--- config.mk ---
export PLATFORM = sky130hd
export DESIGN_NAME = nibble_serial_adder
export DESIGN_NICKNAME = d
export VERILOG_FILES = /design/src/rtl/nibble_serial_adder.sv
export SDC_FILE = /design/constraint.sdc
export NUM_CORES = 1
export LEC_CHECK = 0
export CORE_MARGIN = 8
export CORE_UTILIZATION = 42
export CTS_CLUSTER_DIAMETER = 100
export DETAILED_ROUTE_END_ITERATION = 8
export GPL_ROUTABILITY_DRIVEN = 0
export GPL_TIMING_DRIVEN = 0
export PLACE_DENSITY = 0.76
export SLEW_MARGIN = 0
export SYNTH_ARGS = -nofsm -noshare
export SYNTH_HDL_FRONTEND = slang
export SYNTH_SLANG_ARGS = --single-unit
--- constraint.sdc ---
create_clock -name clk -period 1.55 [get_ports clk]
set_clock_uncertainty 0.1 [all_clocks]
set_input_delay 0.31 -clock clk [delete_from_list [all_inputs] [get_ports clk]]
set_output_delay 0.31 -clock clk [all_outputs]
set_load 0.01 [all_outputs]
--- src/rtl/nibble_serial_adder.sv ---
// nibble_serial_adder
//   Adds two W-bit operands (W = 4*NIBBLES) one 4-bit digit per clock, using an
//   external combinational 4-bit adder stage. The least significant digit is
//   processed first, and the carry ripples through a register between cycles.
//
// Ports
//   clk, rst_n         clock, synchronous active-low reset
//   start              request; accepted only in IDLE
//   a, b, cin          operands and initial carry, latched when start is accepted
//   add_a, add_b       current digit pair sent to the external adder (0 outside RUN)
//   add_cin            current carry sent to the external adder (0 outside RUN)
//   add_s, add_cout    digit sum and carry returned by the external adder
//   sum, cout          registered result and final carry
//   busy               high while in RUN
//   done               one-cycle pulse in DONE
module nibble_serial_adder #(
    parameter int unsigned NIBBLES = 4
) (
    input  logic                 clk,
    input  logic                 rst_n,
    input  logic                 start,
    input  logic [4*NIBBLES-1:0] a,
    input  logic [4*NIBBLES-1:0] b,
    input  logic                 cin,
    output logic [3:0]           add_a,
    output logic [3:0]           add_b,
    output logic                 add_cin,
    input  logic [3:0]           add_s,
    input  logic                 add_cout,
    output logic [4*NIBBLES-1:0] sum,
    output logic                 cout,
    output logic                 busy,
    output logic                 done
);

    localparam int unsigned W     = 4 * NIBBLES;
    localparam int unsigned IDX_W = (NIBBLES > 1) ? $clog2(NIBBLES) : 1;
    localparam int unsigned SH_W  = IDX_W + 2;
    localparam logic [IDX_W-1:0] LAST_IDX = IDX_W'(NIBBLES - 1);

    typedef enum logic [1:0] {
        S_IDLE = 2'd0,
        S_RUN  = 2'd1,
        S_DONE = 2'd2
    } state_e;

    state_e           state_q, state_d;
    logic [IDX_W-1:0] idx_q, idx_d;
    logic [W-1:0]     a_q, a_d;
    logic [W-1:0]     b_q, b_d;
    logic             carry_q, carry_d;
    logic [W-1:0]     sum_q, sum_d;
    logic             cout_q, cout_d;

    // Bit offset of the current digit: idx * 4.
    logic [SH_W-1:0]  shamt;
    logic [W-1:0]     a_shift;
    logic [W-1:0]     b_shift;
    logic [W-1:0]     digit_mask;

    assign shamt      = {idx_q, 2'b00};
    assign a_shift    = a_q >> shamt;
    assign b_shift    = b_q >> shamt;
    assign digit_mask = W'(4'hF) << shamt;

    // State register
    always_ff @(posedge clk) begin
        if (!rst_n) begin
            state_q <= S_IDLE;
        end else begin
            state_q <= state_d;
        end
    end

    // Next-state logic
    always_comb begin
        state_d = state_q;
        unique case (state_q)
            S_IDLE: if (start) state_d = S_RUN;
            S_RUN:  if (idx_q == LAST_IDX) state_d = S_DONE;
            S_DONE: state_d = S_IDLE;
            default: state_d = S_IDLE;
        endcase
    end

    // Output decode; adder-stage drive comes straight from registers
    always_comb begin
        add_a   = 4'h0;
        add_b   = 4'h0;
        add_cin = 1'b0;
        busy    = 1'b0;
        done    = 1'b0;
        unique case (state_q)
            S_RUN: begin
                add_a   = a_shift[3:0];
                add_b   = b_shift[3:0];
                add_cin = carry_q;
                busy    = 1'b1;
            end
            S_DONE:  done = 1'b1;
            default: ;
        endcase
    end

    // Datapath next-state: latch on accept, merge one digit per RUN cycle
    always_comb begin
        idx_d   = idx_q;
        a_d     = a_q;
        b_d     = b_q;
        carry_d = carry_q;
        sum_d   = sum_q;
        cout_d  = cout_q;
        unique case (state_q)
            S_IDLE: begin
                if (start) begin
                    a_d     = a;
                    b_d     = b;
                    carry_d = cin;
                    sum_d   = '0;
                    cout_d  = 1'b0;
                    idx_d   = '0;
                end
            end
            S_RUN: begin
                sum_d   = (sum_q & ~digit_mask) | (W'(add_s) << shamt);
                carry_d = add_cout;
                if (idx_q == LAST_IDX) begin
                    cout_d = add_cout;
                    idx_d  = '0;
                end else begin
                    idx_d  = idx_q + IDX_W'(1);
                end
            end
            default: ;
        endcase
    end

    // Datapath registers
    always_ff @(posedge clk) begin
        if (!rst_n) begin
            idx_q   <= '0;
            a_q     <= '0;
            b_q     <= '0;
            carry_q <= 1'b0;
            sum_q   <= '0;
            cout_q  <= 1'b0;
        end else begin
            idx_q   <= idx_d;
            a_q     <= a_d;
            b_q     <= b_d;
            carry_q <= carry_d;
            sum_q   <= sum_d;
            cout_q  <= cout_d;
        end
    end

    assign sum  = sum_q;
    assign cout = cout_q;

endmodule

==> metrics.txt <==
Critical Path Sink add_a[2]; peak fanout along the critical path 10; beginning of the critical path idx_q[1]; Clock Tree Root clkbuf_8; Sink Count 54; GRT overflow 0; Crit. End Element primary output; initial antenna violation count 0; pwr/cell area 869.2 nW/um^2; Mean Syn Cell Area between 8 and 9 um^2; Static Leakage 1.406 nW; FF-to-FF Start idx_q[0]; Rows 27; Achievable Freq 0.4964 GHz; Initial Utilization 42.44%; Bufs on Longest Clock Path 2; endpoints failing setup 11; RSZ-0062 raised after global routing true; Synth top cells by count nand2_1 (90), dfxtp_1 (54), a21oi_1 (37); met3 wire len 311 um; vias 2147; CP Launch Type flop; layout filler cell count 430; clock latency on the worst-skew pair 0.31 ns; critical path type reg -> out; Final Worst Setup Slack -0.4646 ns; Async SR Flop Fraction 0%; Setup Slack @ Placement -0.6140 ns; Rel. slew slack 68.03%; max-cap viol count 0; Slowest cell on crit path dfxtp_2; Initial DRC Count 83; Pwr Total 3.049 mW; final WL 6779 um; Hold Vio Cnt, Final 0; WP depth 4; I/O pins around 70; TritonCTS buffer count 5; First-pass DRT Iterations 4; Ys Warns 0; first-pass GRT wire length 9756 um; Slew Viols, Final 0; synthesized net count ~310; Distinct cells, synth 25; H-Tree Depth 2; CP top delay family flip-flops; layout cell share with drive strength beyond 1 23.94%; Post-synth top flop dfxtp_1; CP required 1.14 ns; failing checks negative setup slack; CTS tree yes; Placed Cells 405; Reg-to-Reg End sum[8]; Final HPWL DP approximately 4500 um; CP max stage delay 0.45 ns; length of routed wiring on met1 2739 um; CP Buf/Inv Count 2; worst-margin pin slew 0.4795 ns; Critical Path AT 1.60 ns; DR vias/cell 5.028; Die Y between 80 and 90 um; R2R depth 6; largest net degree at the start of global routing 18; post-synth design cell area 2280 um^2; Synth Register Bits 54; Area Overhead vs Synth 53.90%; Synth top area share 47.42%; routed len/inst ~16 um; cell taking the most area after synthesis dfxtp_1; synth top area cells dfxtp_1 (47%), nand2_1 (15%), a21oi_1 (8.1%); critical-path cell list buf_4 -> mux4_2 -> and2_4 -> buf_6; gr usage total between 15 and 20%; Top Metal Used met4; Die W 89.68 um; DRC 0; Mapped Cells 265; nets 400; DRT antenna net count 0; met2 routed WL 3645 um; Worst R2R Setup Slack -0.01 ns; antenna cells 0; Core ar. 5371 um^2; hold_buf cts 0; setup_tns -3.615 ns; fin crit share 130.0%; # port buffers 68; Non-Filler Instances 427; Post-synth EDFFs 0; die area between 8000 and 9000 um^2; min Tclk post-route 2.015 ns; hold depth 2; vias in the first global route 2076; clock-pin slew on the worst setup and hold paths ~0.10 ns; most frequent cell after synthesis nand2_1; Hold Crit Class reg -> reg; peak supply drop ~800 uV; sequential cell area fraction in the yosys report 47.42%; outcome finished, violations left
==> layout by cell type, fill, tap and decap left out, drive strengths merged, types with 4 or more instances in the layout <==
master	n
nand2	90
dfxtp	54
clkdlybuf4s50	39
a21oi	37
buf	35
dlygate4sd2	17
o22ai	17
clkbuf	11
and2	9
mux4	8
nand3	6
inv	6
ha	5
nor2	4
==> through the flow <==
| step | hold slack, ns | area, um^2 | utilization, % |
|---|---|---|---|
| final | 0.3582 | 3508 | 65.32 |
| after global routing | 0.3833 | 3508 | 65.32 |
| after CTS | 0.3585 | 3334 | 62.08 |
| after detailed placement | 0.3455 | 3067 | 57.09 |
| after global placement | 0.3390 | 3067 | 57.09 |
| after floorplan | 0.3331 | 2296 | - |
==> sequential cells by signal (all words and copies together), names as in the netlist <==
name / cells
b_q: 16
sum: 16
cout: 1
carry_q: 1
idx_q: 2
state_q: 2
a_q: 16
==> tightest hold or removal path, stage by stage (launching register included) <==
cell	delay [ns]
dfxtp_1	0.32
nand2_1	0.05
a21oi_1	0.05
==> power breakdown <==
part           leakage (nW)  total (mW)  internal [mW]  switching (mW)
combinational         0.907       0.598          0.330           0.268
clock                0.0547       0.961          0.482           0.478
sequential            0.443        1.49           1.45          0.0388
total                  1.41        3.05           2.26           0.785
==> cells by family (layout without fill, tap and decap cells) <==
logic type	after synthesis	in the layout	share of synthesized area (%)
buffers and inverters	24	114	6.257
adders and majority gates	5	5	2.744
muxes	8	8	7.903
and+or+nand+nor	115	115	21.35
AOI/OAI and AO/OA	59	59	14.33
DFF	54	54	47.42
==> cell type report <==
type	count	area (um^2)	share of cell area (%)
multi-input combinational	187	1176	33.52
sequential	54	1091	31.10
timing repair buffer	84	863.3	24.61
buffer	15	133.9	3.816
tap	72	90.09	2.568
clock buffer	5	68.82	1.961
clock inverter	3	43.79	1.248
inverter	7	41.29	1.177
==> worst min path at each step <==
stage | start | endpoint
floorplan | a_q[10] | a_q[10]
global placement | b_q[4] | b_q[4]
detailed placement | a_q[8] | a_q[8]
CTS | a_q[8] | a_q[8]
global route | a_q[7] | a_q[7]
finish | a_q[8] | a_q[8]
==> repair_timing <==
action                                  4_1_cts  5_1_grt
pin swaps                                     4        4
resized for setup                            93       35
cloned                                        1        1
endpoints found under the setup margin       56       54
setup buffers                                10        6
==> per-layer routing <==
layer | vias to the layer above | global-route usage, %
li1 | 1071 | -
met1 | 1024 | 18.61
met2 | 46 | 27.41
met3 | 6 | 2.548
met4 | 0 | 7.100
met5 | - | 0
Note: power is estimated with default switching activity, not from simulation.
==> RTL change, RTL diff (config.mk and constraints unchanged) <==
Register the inputs `start`, `a`, `b`, `cin`, `add_s` and `add_cout` before use, without a reset. The logic sees them one clock later. Comments in the files are not updated.
--- a/src/rtl/nibble_serial_adder.sv
+++ b/src/rtl/nibble_serial_adder.sv
@@ -45,4 +45,20 @@
     } state_e;
 
+    logic start_q;
+    logic [4*NIBBLES-1:0] a_r;
+    logic [4*NIBBLES-1:0] b_r;
+    logic cin_q;
+    logic [3:0] add_s_q;
+    logic add_cout_q;
+
+    always_ff @(posedge clk) begin
+        start_q    <= start;
+        a_r        <= a;
+        b_r        <= b;
+        cin_q      <= cin;
+        add_s_q    <= add_s;
+        add_cout_q <= add_cout;
+    end
+
     state_e           state_q, state_d;
     logic [IDX_W-1:0] idx_q, idx_d;
@@ -77,5 +93,5 @@
         state_d = state_q;
         unique case (state_q)
-            S_IDLE: if (start) state_d = S_RUN;
+            S_IDLE: if (start_q) state_d = S_RUN;
             S_RUN:  if (idx_q == LAST_IDX) state_d = S_DONE;
             S_DONE: state_d = S_IDLE;
@@ -113,8 +129,8 @@
         unique case (state_q)
             S_IDLE: begin
-                if (start) begin
-                    a_d     = a;
-                    b_d     = b;
-                    carry_d = cin;
+                if (start_q) begin
+                    a_d     = a_r;
+                    b_d     = b_r;
+                    carry_d = cin_q;
                     sum_d   = '0;
                     cout_d  = 1'b0;
@@ -123,8 +139,8 @@
             end
             S_RUN: begin
-                sum_d   = (sum_q & ~digit_mask) | (W'(add_s) << shamt);
-                carry_d = add_cout;
+                sum_d   = (sum_q & ~digit_mask) | (W'(add_s_q) << shamt);
+                carry_d = add_cout_q;
                 if (idx_q == LAST_IDX) begin
-                    cout_d = add_cout;
+                    cout_d = add_cout_q;
                     idx_d  = '0;
                 end else begin
Behaviour: not the same (Yosys sat finds a counterexample within 4 cycles, from zero or initial values and one cycle with rst_n low).
==> RTL change against the original RTL <==
- the run still ends with negative setup slack left
- setup slack got worse by 0.036 ns
- total power rose by 62%
- die area rose by 28%
- via count rose by 13%
- sequential cell count rose by 39
- routed wire length rose by 9.2%
- area after synthesis rose by 35%
- sequential power rose by 72%
- non-clock buffer count rose by 3
- design area rose by 26%
- combinational power fell by 8.5%
- critical endpoint is now add_b[1]
- largest power group unchanged
==> RTL change: results (changes against the original RTL) <==
The number of filler instances in the final layout is 582 (+35%). The final setup violation count is 19 (+8). The arrival time at the worst endpoint came out at 1.64 ns (+0.04 ns). The largest net degree at the start of global routing was 16 (-2). The class of the worst hold path is input port to register. The routed wire length per instance came out at 15.17 microns (-4.5%). The initial antenna violation count came out at 0 (unchanged).

The maximum vdd ir drop is 0.6818 mV (-14%). The number of port buffers is 68 (unchanged). The leakage power figure came out at 1.828 nW (+30%). Ranked by total cell area, the synthesized netlist is headed by dfxtp_1, nand2_1, a21oi_1. The total negative slack is -4.739 ns (-1.123 ns). The synthesized netlist net count is 334 (+7.4%). The share of synthesized area occupied by flip-flops and latches came out at 60.46% (+13 points).

The proportion of register bits with asynchronous set or reset after synthesis came out at 0% (unchanged). The transition time of the tightest slew-check pin is 0.4392 ns (-0.04030 ns). CTS placed an instance of clkbuf_8 at the clock tree root. The placed cell area is 3900 sq um (+27%). The net count reported at finish is 430 (+7.5%). The aggregate global-route resource usage came to 14.59% (-1.2 points). The number of distinct library cells after synthesis came out at 30 (+20%).

The maximum fanout count along the critical path came out at 6 (-4). The global-route wire length before repair came out at 11.65 mm (+19%). The total via count after detailed routing is 2425 (+13%). The initial detailed-routing violation count came out at 112 (+35%).

In the synthesized netlist, the cells that appear most often are dfxtp_1, nand2_1, a21oi_1, a32o_1. The number of buffers inserted during clock tree synthesis came out at 9 (+4). The number of search-and-repair iterations in the first detailed-routing pass was 4 (unchanged).

The sum of net half-perimeters after detailed placement is 4.857 mm (+8.4%). The total of warnings raised by yosys is 0 (unchanged). The run finished, with violations left. The number of global-route vias before repair is 2480 (+19%).

The final critical-path setup slack is -0.5006 ns (-0.03602 ns). The clock transition at the registers of the reported paths is around 0.09 ns. The checks that failed: negative setup slack. The fraction of layout cells with a size suffix above 1 came to 23.65% (-0.29 points). The number of antenna repair diodes came out at 0 (unchanged). The worst-skew pair later-pin latency came out at 0.35 ns (+0.04 ns).

The CTS H-tree depth came to 3 (+1). The maximum count of clock buffers along a single path was 2 (unchanged).
RTL change: power breakdown:
part	internal (W)	switching (W)
Combinational	0.000310	0.000237
Sequential	0.00250	0.0000670
Clock	0.00100	0.000812
RTL change: repair_timing:
action	4_1_cts	5_1_grt
gates resized for setup	95	37
pin swaps	22	5
buffers inserted	9	10
gates cloned	1	0
endpoints found under the setup margin	37	58
RTL change: cell families (layout without fill, tap and decap cells):
| logic type | Yosys count | after routing | synth area share, % |
|---|---|---|---|
| and+or+nand+nor | 100 | 100 | 14.38 |
| DFF | 93 | 93 | 60.46 |
| AOI/OAI and AO/OA | 60 | 60 | 13.08 |
| buffers and inverters | 22 | 123 | 4.063 |
| muxes | 8 | 8 | 5.973 |
| adders and majority gates | 5 | 5 | 2.032 |
RTL change: critical path: stages (launching register included):
cell     delay, ns
dfxtp_4       0.39
buf_12        0.13
mux4_2        0.51
and2_4        0.15
buf_6         0.11
RTL change: layout make-up:
| cell class | instances | share of cell area, % |
|---|---|---|
| tap | 99 | 2.804 |
| inverter | 5 | 0.6514 |
| buffer | 16 | 3.285 |
| timing repair buffer | 86 | 19.00 |
| clock inverter | 5 | 1.813 |
| clock buffer | 11 | 3.427 |
| sequential | 93 | 42.51 |
| multi-input combinational | 173 | 26.51 |
RTL change: metal layers:
| metal | vias up | share of wire (%) | track usage [%] |
|---|---|---|---|
| met5 | - | 0 | 0 |
| met4 | 0 | 2.9 | 6.987 |
| met3 | 15 | 5.9 | 4.811 |
| met2 | 84 | 51 | 24.25 |
| met1 | 1147 | 41 | 16.47 |
| li1 | 1179 | - | - |
RTL change: worst paths after layout:
check	from	end	slack (ns)	cells past startpoint
max	idx_q[0]	add_b[1]	-0.50	4
min	a[9]	a_r[9]	0.29	1
max reg2reg	idx_q[0]	sum[10]	-0.11	8
min reg2reg	a_r[7]	a_q[7]	0.33	2
RTL change: through the flow:
step                      hold slack [ns]  worst slack [ns]  cells  total power [W]  utilization (%)
after floorplan                    0.2377          -0.04370    288         0.002856                -
after global placement             0.3242           -0.6877    455         0.003057            54.35
after detailed placement           0.3265           -0.7131    455         0.003069            54.35
after CTS                          0.2805           -0.5195    481         0.004912            59.39
after global routing               0.2734           -0.5559    488         0.005134            61.57
final                              0.2909           -0.5006    488         0.004932            61.57
